===== src/rtl/qspi_pkg.sv =====
// qspi_pkg: lane-mode encodings, transceiver states and per-mode geometry helpers
// shared by the QSPI slave transceiver.
package qspi_pkg;
   typedef enum logic [1:0] {
      MODE_SINGLE = 2'b00,
      MODE_DUAL   = 2'b01,
      MODE_QUAD   = 2'b10,
      MODE_RSVD   = 2'b11
   } qspi_mode_e;
   typedef enum logic [1:0] {
      ST_DISARMED = 2'b00,
      ST_IDLE     = 2'b01,
      ST_FRAME    = 2'b10
   } qspi_state_e;
   localparam logic [7:0] IDLE_BYTE_DEFAULT = 8'hFF;
   // A quad request on a two-lane build falls back to dual; reserved behaves as single.
   function automatic logic [2:0] lanes_per_mode(input qspi_mode_e m, input int unsigned lanes);
      return m == MODE_QUAD ? (lanes >= 4 ? 3'd4 : 3'd2) : m == MODE_DUAL ? 3'd2 : 3'd1;
   endfunction
   function automatic logic [3:0] edges_per_byte(input logic [2:0] l);
      return l == 3'd4 ? 4'd2 : l == 3'd2 ? 4'd4 : 4'd8;
   endfunction
endpackage


===== src/rtl/qspi_sync.sv =====
// qspi_sync: multi-flop synchroniser for a W-bit bus with registered rise/fall strobes
// that line up with the registered level output.
module qspi_sync #(
   parameter int unsigned W      = 1,
   parameter int unsigned STAGES = 2
) (
   input  logic         clk,
   input  logic         reset,
   input  logic [W-1:0] d_i,
   output logic [W-1:0] q_o,
   output logic [W-1:0] rise_o,
   output logic [W-1:0] fall_o
);
   logic [W-1:0] sync_q [STAGES];
   logic [W-1:0] lvl_q;
   logic [W-1:0] rise_q;
   logic [W-1:0] fall_q;
   always_ff @(posedge clk) begin
      if (reset) begin
         for (int i = 0; i < int'(STAGES); i++) sync_q[i] <= '0;
         lvl_q  <= '0;
         rise_q <= '0;
         fall_q <= '0;
      end else begin
         sync_q[0] <= d_i;
         for (int i = 1; i < int'(STAGES); i++) sync_q[i] <= sync_q[i-1];
         lvl_q  <= sync_q[STAGES-1];
         rise_q <= sync_q[STAGES-1] & ~lvl_q;
         fall_q <= ~sync_q[STAGES-1] & lvl_q;
      end
   end
   assign q_o    = lvl_q;
   assign rise_o = rise_q;
   assign fall_o = fall_q;
endmodule


===== src/rtl/qspi_slave_xcvr.sv =====
// qspi_slave_xcvr: oversampled single/dual/quad QSPI slave (SPI mode 0) with an rx byte
// strobe, a one-deep tx holding register and pad output/enable drive for tristate cells.
module qspi_slave_xcvr
   import qspi_pkg::*;
#(
   parameter int unsigned LANES       = 4,
   parameter int unsigned SYNC_STAGES = 2,
   parameter logic [7:0]  IDLE_BYTE   = IDLE_BYTE_DEFAULT
) (
   input  logic             clk,
   input  logic             reset,
   input  logic [1:0]       mode,
   input  logic             dir,
   input  logic             io_ss,
   input  logic             io_sclk,
   input  logic [LANES-1:0] io_qd_read,
   output logic [LANES-1:0] io_qd_write,
   output logic [LANES-1:0] io_qd_writeEnable,
   output logic [7:0]       rx_data,
   output logic             rx_valid,
   input  logic [7:0]       tx_data,
   input  logic             tx_valid,
   output logic             tx_ready,
   output logic             tx_underrun,
   output logic             busy
);
   logic ss_lvl, ss_rise, ss_fall, sclk_lvl, sclk_rise, sclk_fall;
   logic [LANES-1:0] qd_s, qd_rise_unused, qd_fall_unused;
   logic sync_unused;
   qspi_sync #(.W(1), .STAGES(SYNC_STAGES)) u_ss (
      .clk(clk), .reset(reset), .d_i(io_ss), .q_o(ss_lvl), .rise_o(ss_rise), .fall_o(ss_fall)
   );
   qspi_sync #(.W(1), .STAGES(SYNC_STAGES)) u_sclk (
      .clk(clk), .reset(reset), .d_i(io_sclk), .q_o(sclk_lvl), .rise_o(sclk_rise), .fall_o(sclk_fall)
   );
   qspi_sync #(.W(LANES), .STAGES(SYNC_STAGES)) u_qd (
      .clk(clk), .reset(reset), .d_i(io_qd_read), .q_o(qd_s), .rise_o(qd_rise_unused), .fall_o(qd_fall_unused)
   );
   assign sync_unused = ^{sclk_lvl, qd_rise_unused, qd_fall_unused};
   qspi_state_e state_q, state_d;
   logic [2:0] lanes_q, lanes_d, cnt_q, cnt_d;
   logic dir_q, dir_d, rx_valid_q, rx_valid_d, hold_full_q, hold_full_d;
   logic underrun_q, underrun_d, load_pend_q, load_pend_d;
   logic [7:0] rx_sh_q, rx_sh_d, rx_data_q, rx_data_d, tx_sh_q, tx_sh_d, hold_q, hold_d;
   logic active, start, load, last_edge, rx_en;
   logic [3:0] qd4, wr4, en4;
   logic [7:0] rx_next, next_byte;
   // A synchronised ss rise outranks any sclk edge seen in the same cycle.
   assign active    = state_q == ST_FRAME && !ss_rise;
   assign start     = state_q == ST_IDLE && ss_fall;
   assign load      = start || (active && sclk_fall && load_pend_q);
   assign last_edge = cnt_q == 3'(edges_per_byte(lanes_q) - 4'd1);
   assign rx_en     = lanes_q == 3'd1 || !dir_q;
   assign qd4       = 4'(qd_s);
   assign rx_next   = lanes_q == 3'd4 ? {rx_sh_q[3:0], qd4} :
                      lanes_q == 3'd2 ? {rx_sh_q[5:0], qd4[1:0]} : {rx_sh_q[6:0], qd4[0]};
   assign next_byte = hold_full_q ? hold_q : tx_valid ? tx_data : IDLE_BYTE;
   assign wr4       = lanes_q == 3'd4 ? tx_sh_q[7:4] :
                      lanes_q == 3'd2 ? {2'b00, tx_sh_q[7:6]} : {2'b00, tx_sh_q[7], 1'b0};
   assign en4       = lanes_q == 3'd1 ? 4'b0010 : !dir_q ? 4'b0000 :
                      lanes_q == 3'd2 ? 4'b0011 : 4'b1111;
   always_ff @(posedge clk) begin
      if (reset) begin
         state_q     <= ST_DISARMED;
         lanes_q     <= 3'd1;
         dir_q       <= 1'b0;
         cnt_q       <= '0;
         rx_sh_q     <= '0;
         rx_data_q   <= '0;
         rx_valid_q  <= 1'b0;
         tx_sh_q     <= '0;
         hold_q      <= '0;
         hold_full_q <= 1'b0;
         underrun_q  <= 1'b0;
         load_pend_q <= 1'b0;
      end else begin
         state_q     <= state_d;
         lanes_q     <= lanes_d;
         dir_q       <= dir_d;
         cnt_q       <= cnt_d;
         rx_sh_q     <= rx_sh_d;
         rx_data_q   <= rx_data_d;
         rx_valid_q  <= rx_valid_d;
         tx_sh_q     <= tx_sh_d;
         hold_q      <= hold_d;
         hold_full_q <= hold_full_d;
         underrun_q  <= underrun_d;
         load_pend_q <= load_pend_d;
      end
   end
   always_comb begin
      state_d     = state_q;
      lanes_d     = lanes_q;
      dir_d       = dir_q;
      cnt_d       = cnt_q;
      rx_sh_d     = rx_sh_q;
      rx_data_d   = rx_data_q;
      rx_valid_d  = 1'b0;
      tx_sh_d     = tx_sh_q;
      hold_d      = hold_q;
      hold_full_d = hold_full_q;
      underrun_d  = 1'b0;
      load_pend_d = load_pend_q;
      case (state_q)
         ST_DISARMED: state_d = ss_lvl ? ST_IDLE : ST_DISARMED;
         ST_IDLE: if (ss_fall) begin
            state_d = ST_FRAME;
            lanes_d = lanes_per_mode(qspi_mode_e'(mode), LANES);
            dir_d   = dir;
            cnt_d   = '0;
            rx_sh_d = '0;
         end
         ST_FRAME: if (ss_rise) begin
            state_d     = ST_IDLE;
            load_pend_d = 1'b0;
         end else if (sclk_rise) begin
            rx_sh_d     = rx_next;
            cnt_d       = last_edge ? 3'd0 : cnt_q + 3'd1;
            load_pend_d = load_pend_q | last_edge;
            rx_valid_d  = last_edge & rx_en;
            rx_data_d   = last_edge && rx_en ? rx_next : rx_data_q;
         end else if (sclk_fall && !load_pend_q) begin
            tx_sh_d = tx_sh_q << lanes_q;
         end
         default: state_d = ST_DISARMED;
      endcase
      // An empty holding register lets a same-cycle offer go straight into the shifter.
      if (load) begin
         tx_sh_d     = next_byte;
         load_pend_d = 1'b0;
         hold_full_d = 1'b0;
         underrun_d  = !hold_full_q && !tx_valid;
      end else if (tx_valid && !hold_full_q) begin
         hold_d      = tx_data;
         hold_full_d = 1'b1;
      end
   end
   assign io_qd_write       = active ? wr4[LANES-1:0] : '0;
   assign io_qd_writeEnable = active ? en4[LANES-1:0] : '0;
   assign rx_data           = rx_data_q;
   assign rx_valid          = rx_valid_q;
   assign tx_ready          = !hold_full_q;
   assign tx_underrun       = underrun_q;
   assign busy              = active;
endmodule


===== config.mk =====
export PLATFORM = sky130hd
export DESIGN_NAME = qspi_slave_xcvr
export DESIGN_NICKNAME = d
export VERILOG_FILES = /design/src/rtl/qspi_pkg.sv /design/src/rtl/qspi_sync.sv /design/src/rtl/qspi_slave_xcvr.sv
export SDC_FILE = /design/constraint.sdc
export NUM_CORES = 1
export LEC_CHECK = 0
export ABC_AREA = 1
export ABC_CLOCK_PERIOD_IN_PS = 2410
export BUFFER_PORTS_ARGS = -buffer_cell sky130_fd_sc_hd__buf_2
export CORE_AREA = 2 2 98 100
export DETAILED_ROUTE_END_ITERATION = 8
export DIE_AREA = 0 0 100 102
export PLACE_DENSITY = 0.59
export SLEW_MARGIN = 20
export SYNTH_ARGS = -nofsm -noshare
export SYNTH_HDL_FRONTEND = slang
export SYNTH_SLANG_ARGS = --single-unit

===== constraint.sdc =====
create_clock -name clk -period 2.41 [get_ports clk]
set_input_delay 0.1205 -clock clk [delete_from_list [all_inputs] [get_ports clk]]
set_output_delay 0.1205 -clock clk [all_outputs]
set_load 0.02 [all_outputs]

Yosys cells after proc, flatten, opt, wreduce, memory -nomap -nowiden
Memories as Yosys holds them, arrays and structs flattened. A register that Yosys moved wholly into a read port is not among the register bits.
Cells that the tools add are included.
{ "totals": {"reg_bits": 50, "mem_bits_rw": 12, "in_bits": 20, "out_inout_bits": 20, "wordCells": 132, "memories": 3} }
{ "mem_list": {"columns": ["memory", "depth", "word_bits", "rd", "rd_clocked_by_memory_dff", "write_ports", "line_no", "rtl"], "rows": [
  ["u_qd.sync_q", 2, 4, 2, 1, 2, "qspi_sync.sv:14", "logic [W-1:0] sync_q [STAGES];"],
  ["u_sclk.sync_q", 2, 1, 2, 0, 2, "qspi_sync.sv:14", null],
  ["u_ss.sync_q", 2, 1, 2, 0, 2, "qspi_sync.sv:14", null]
]} }
{ "op_classes": {"addsub": 2, "eq_ne": 14, "shifts": 1, "mux": 44, "n_bitwise": 20, "n_reduce_logical": 30} }
{ "op_table": {"columns": ["op", "count"], "rows": [
  ["$mux W8", 9],
  ["$mux W4", 8],
  ["$mux W3", 7],
  ["$mux W7", 3],
  ["$pmux W7 S2", 1],
  ["$reduce_and A4 Y1", 3],
  ["$mux W1", 11],
  ["$logic_and A1 B1 Y1", 8],
  ["$not A1 Y1", 8],
  ["$reduce_and A2 Y1", 4],
  ["$reduce_bool A2 Y1", 4],
  ["$shl A8 B3 Y8", 1],
  ["$or A1 B1 Y1", 7],
  ["$mux W2", 3],
  ["$ne A2 B1 Y1 const B", 3],
  ["$ne A2 B2 Y1 const B", 3],
  ["$pmux W2 S3", 1],
  ["$pmux W3 S2", 1],
  ["$and A1 B1 Y1", 5],
  ["$logic_not A1 Y1", 5],
  ["$eq A2 B1 Y1 const B", 2],
  ["$eq A2 B2 Y1 const B", 2],
  ["$reduce_or A2 Y1", 2],
  ["$reduce_or A4 Y1", 1],
  ["other kinds (8)", 9]
]} }

Longest topological paths before layout
{ "logic_depth": {"depth_word": 9, "depth_mapped": 11, "ltp_nobuf": 11} }

Modules after synthesis
A second synthesis with hierarchy kept.
{ "unflattened": {"hier_cells": 486, "hier_area_um2": 3582.2} }
{ "modules_own_cells": {"columns": ["mod", "n_inst", "cells_each", "area_per_inst_um2", "seq_area_each_um2"], "rows": [
  ["qspi_slave_xcvr", 1, 395, 2717.6, 880.8],
  ["qspi_sync at u_qd", 1, 59, 571.8, 400.4],
  ["qspi_sync at u_sclk ...", 2, 16, 146.4, 100.1]
]} }

Worst setup path before layout
No wires, ideal clock.
{ "synth_path": {"path_type": "flip-flop to output port", "start": "register lanes_q[2]", "end": "output port io_qd_writeEnable[3]", "t_arrival_ns": 1.638, "path_slack_ns": 0.652, "path_stages_with_launch": 9, "n_path_buf": 2, "path_cell_list": "dfxtp_1 > buf_4 > inv_1 > nand2_1 > nor2_2 > nor2_4 > inv_1 > nor3_1 > buf_4"} }
{ "synth_between": {"elab_chain_len": 5, "word_cells_on_any_way": 6} }
{ "synth_rtl": {"columns": ["item", "line_no", "rtl"], "rows": [
  ["start: declaration", "qspi_slave_xcvr.sv:41", "logic [2:0] lanes_q, lanes_d, cnt_q, cnt_d;"],
  ["start signal: assignment", "qspi_slave_xcvr.sv:78", "lanes_q <= lanes_d;"],
  ["$eq A3 B2 Y1", "qspi_slave_xcvr.sv:61", "lanes_q == 3'd2 ? 4'b0011 : 4'b1111;"],
  ["$mux W4", "qspi_slave_xcvr.sv:61", null],
  ["$mux W4", "qspi_slave_xcvr.sv:60", "assign en4 = lanes_q == 3'd1 ? 4'b0010 : !dir_q ? 4'b0000 :"],
  ["$mux W4 (*)", "qspi_slave_xcvr.sv:60", null],
  ["$mux W4 (*)", "qspi_slave_xcvr.sv:139", "assign io_qd_writeEnable = active ? en4[LANES-1:0] : '0;"],
  ["end: declaration", "qspi_slave_xcvr.sv:18", "output logic [LANES-1:0] io_qd_writeEnable,"]
]} }
Every way passes the cells marked *; elsewhere a longest branch is shown, timed or not.

Final worst setup path
{ "layout_path": {"start": "register lanes_q[0]", "end": "output port io_qd_write[1]"} }
{ "layout_between": {"elab_chain_len": 3} }
{ "layout_rtl": {"columns": ["item", "line_no", "rtl"], "rows": [
  ["$eq A3 B3 Y1", "qspi_slave_xcvr.sv:58", "assign wr4 = lanes_q == 3'd4 ? tx_sh_q[7:4] :"],
  ["$mux W4", "qspi_slave_xcvr.sv:58", null],
  ["$mux W4", "qspi_slave_xcvr.sv:138", "assign io_qd_write = active ? wr4[LANES-1:0] : '0;"],
  ["end: declaration", "qspi_slave_xcvr.sv:17", "output logic [LANES-1:0] io_qd_write,"]
]} }
Every way passes these cells.

==> summary.txt <==
Max Clock Skew: 0.0106 ns
Rows: 35
Slew HR: 0.517
First DRT Iteration DRCs: 107
max-cap violation count: 0
core area: 0.00911 mm²
post-synthesis register bit count: 66
Post-Synth XOR/XNOR Area: 0
Tcrit/Tclk final: 0.858
Synthesized Nets: 459
Critical Path Fanout Max: 17
Synth area leader: dfxtp_1
Commonest cells post-synth: nand2_1, dfxtp_1, inv_1, nor2_1, nand3_1
Fin Hold WS: 0.0515 ns
input/output buffers: 39
# diodes: 0
Top Ports: 40
cts bufs inserted: 9
CP Capture Type: primary output
via count: 2,813
Design Area, Final: 0.00371 mm²
Mapped Avg Cell Area: 7.23 µm²
grt total ovfl: 0
top cell type's share of synthesized area: 0.419
Synth Area in Compound Gates: 0.145
Setup Crit Path Kind: register to primary output
vias in the first global route: 2,624
Clock Tree Buf Depth: 2
# Post-CTS Setup Buffers: 0
number of fill cells in the layout: 964
Clock Latency Late Sink: 0.34 ns
Post-Synthesis Cell Area: 0.00315 mm²
placed inst area: 0.00341 mm²
Leakage Power: 0.00170 µW
status: complete, no violations
first-pass GRT wire length: 12.0 mm
Mapped Cells: 436
number of flops mapped to enable cells by yosys: 0
count leader, synth: nand2_1
Finished Layout Cells: 597
Final Hold Vio Count: 0
GRT Overall Usage: 0.149
Routed Antenna Nets: 0
RSZ-0062 raised after global routing: no
Min-Delay Path Class: primary input to register
async set-reset flop share out of synthesis: 0
Clk pin slew, worst setup/hold paths: 0.08 ns
WL final: 7.03 mm
multiplexer share of the synthesized area: 0
RD Place Congestion: 0.824
iteration count of the initial detailed-routing pass: 5
WP data required: 2.29 ns
DR WL/cell: 11.8 µm
htree depth: 3
largest family of logic cells by synthesized area: simple AND/OR/NAND/NOR gates
dominant cells by area after synthesis: dfxtp_1, nand2_1, inv_1
antenna violations before repair: 0
placed cells: 574
die area: 0.0102 mm²
Sink Count: 66
Post-Synth Adder-Cell Area: 0.0119
YS warnings: 0
Resize count post-CTS: 0
die height: 102 µm
drc violations: 0
worst hold path depth: 3
Post-Synth Simple-Gate Area: 0.318
Synth cell types: 35
Die Span X: 100 µm
power density cells: 627 mW/mm²
clock root cell: clkbuf_8
largest net degree at the start of global routing: 37
fmax: 484 MHz
min Tclk post-route: 2.07 ns
final setup violation count: 0
maximum VDD drop: 0.360 mV
nets@finish: 504
Layout area overhead: 17.9%
Slew Limit Fails: 0
worst path arrival time: 1.95 ns
register area share after synthesis: 0.419
layout cells sized above 1: 0.198
Vias/cell: 4.71
crit start category: register
r2r worst-path depth: 9
Slew @ Worst Pin: 0.724 ns
Post-Route Setup TNS: 0 ns
Initial Utilization: 0.346
DP HPWL: 5.02 mm
CTS tree: done
Most used DFF post-synth: dfxtp_1
Tot Pwr: 2330 µW
-- per-layer routing --
layer	track usage	up-vias	wire [µm]
met1	0.185	1269	3360
met2	0.243	52	3230
met4	0.0674	0	95
li1	-	1486	-
met5	0	-	0
met3	0.0404	6	348
-- critical path: stages (launching register included) --
cell and delay [ns]:
dfxtp_1 0.60, nor2_2 0.13, nand2_2 0.28, inv_1 0.18, o21ai_0 0.19, a21oi_1 0.06
buf_2 0.16
-- layout make-up --
type,instances,area (µm²),area share
Multi-Input combinational cell,292,1500,0.403
Sequential cell,66,1320,0.356
Timing Repair Buffer,49,288,0.0775
Inverter,63,236,0.0637
Tap cell,111,139,0.0374
Clock buffer,9,124,0.0333
Clock inverter,7,109,0.0293
-- report_power, final --
part	internal, µW	total [µW]	switching (µW)	leakage [µW]
clock network	606	1090	481	0.000118
logic	46.2	114	67.6	0.00104
registers	1120	1130	11.9	0.000537
total	1770	2330	561	0.00170
-- repair_timing --
item,4_1_cts,5_1_grt
endpoints found under the setup margin,0,0
hold endpoints to repair,7,0
hold buffers,7,0
-- path summary, 6_finish.rpt --
kind | startpoint | end | slack (ns)
max | lanes_q[0]$_SDFFE_PP1P_ | io_qd_write[1] | 0.34
min | tx_data[5] | hold_q[5]$_SDFFE_PP0P_ | 0.05
max reg2reg | lanes_q[0]$_SDFFE_PP1P_ | rx_data[0]$_SDFFE_PP0P_ | 0.50
min reg2reg | u_qd.sync_q[0][0]$_SDFF_PP0_ | u_qd.sync_q[1][0]$_SDFF_PP0_ | 0.40
-- per-stage QoR --
stage	utilization	setup WS, ns
5_1_grt	0.408	0.106
3_3_place_gp	0.375	0.598
3_5_place_dp	0.375	0.506
4_1_cts	0.408	0.336
2_1_floorplan	-	0.652
6_report	0.408	0.343
-- kinds of logic (layout without fill, tap and decap cells) --
group / after synthesis / after routing
adder cells (fa/ha/maj): 3 / 3
AND/OR/NAND/NOR: 210 / 210
AO/OA/AOI/OAI: 79 / 79
flip-flops: 66 / 66
buffers and inverters: 78 / 128
-- layout by cell type (no fill, tap or decap), types with 3 or more instances in the layout --
| master | count |
|---|---|
| inv_1 | 58 |
| ha_1 | 3 |
| nand2_1 | 94 |
| buf_4 | 3 |
| o22ai_1 | 5 |
| dfxtp_1 | 66 |
| nand2_4 | 3 |
| nand3_2 | 3 |
| a21oi_2 | 9 |
| o211ai_1 | 5 |
| clkbuf_8 | 9 |
| or2_2 | 4 |
| nor2_8 | 4 |
| nand2_2 | 5 |
| o21ai_0 | 25 |
| nor3_1 | 4 |
| a21oi_1 | 29 |
| nand3_1 | 35 |
| dlygate4sd3_1 | 7 |
| buf_2 | 39 |
| nor2_1 | 49 |
| inv_2 | 5 |
-- state kept, by name, summed over array words and instances (netlist names), 2 cells and up --
signal / flops
hold_q: 8
rx_data: 8
tx_sh_q: 8
u_qd.sync_q: 8
rx_sh_q: 7
u_qd.q_o: 4
cnt_q: 3
lanes_q: 3
state_q: 2
u_sclk.sync_q: 2
u_ss.sync_q: 2
No activity file was read; power rests on OpenSTA's default activity.
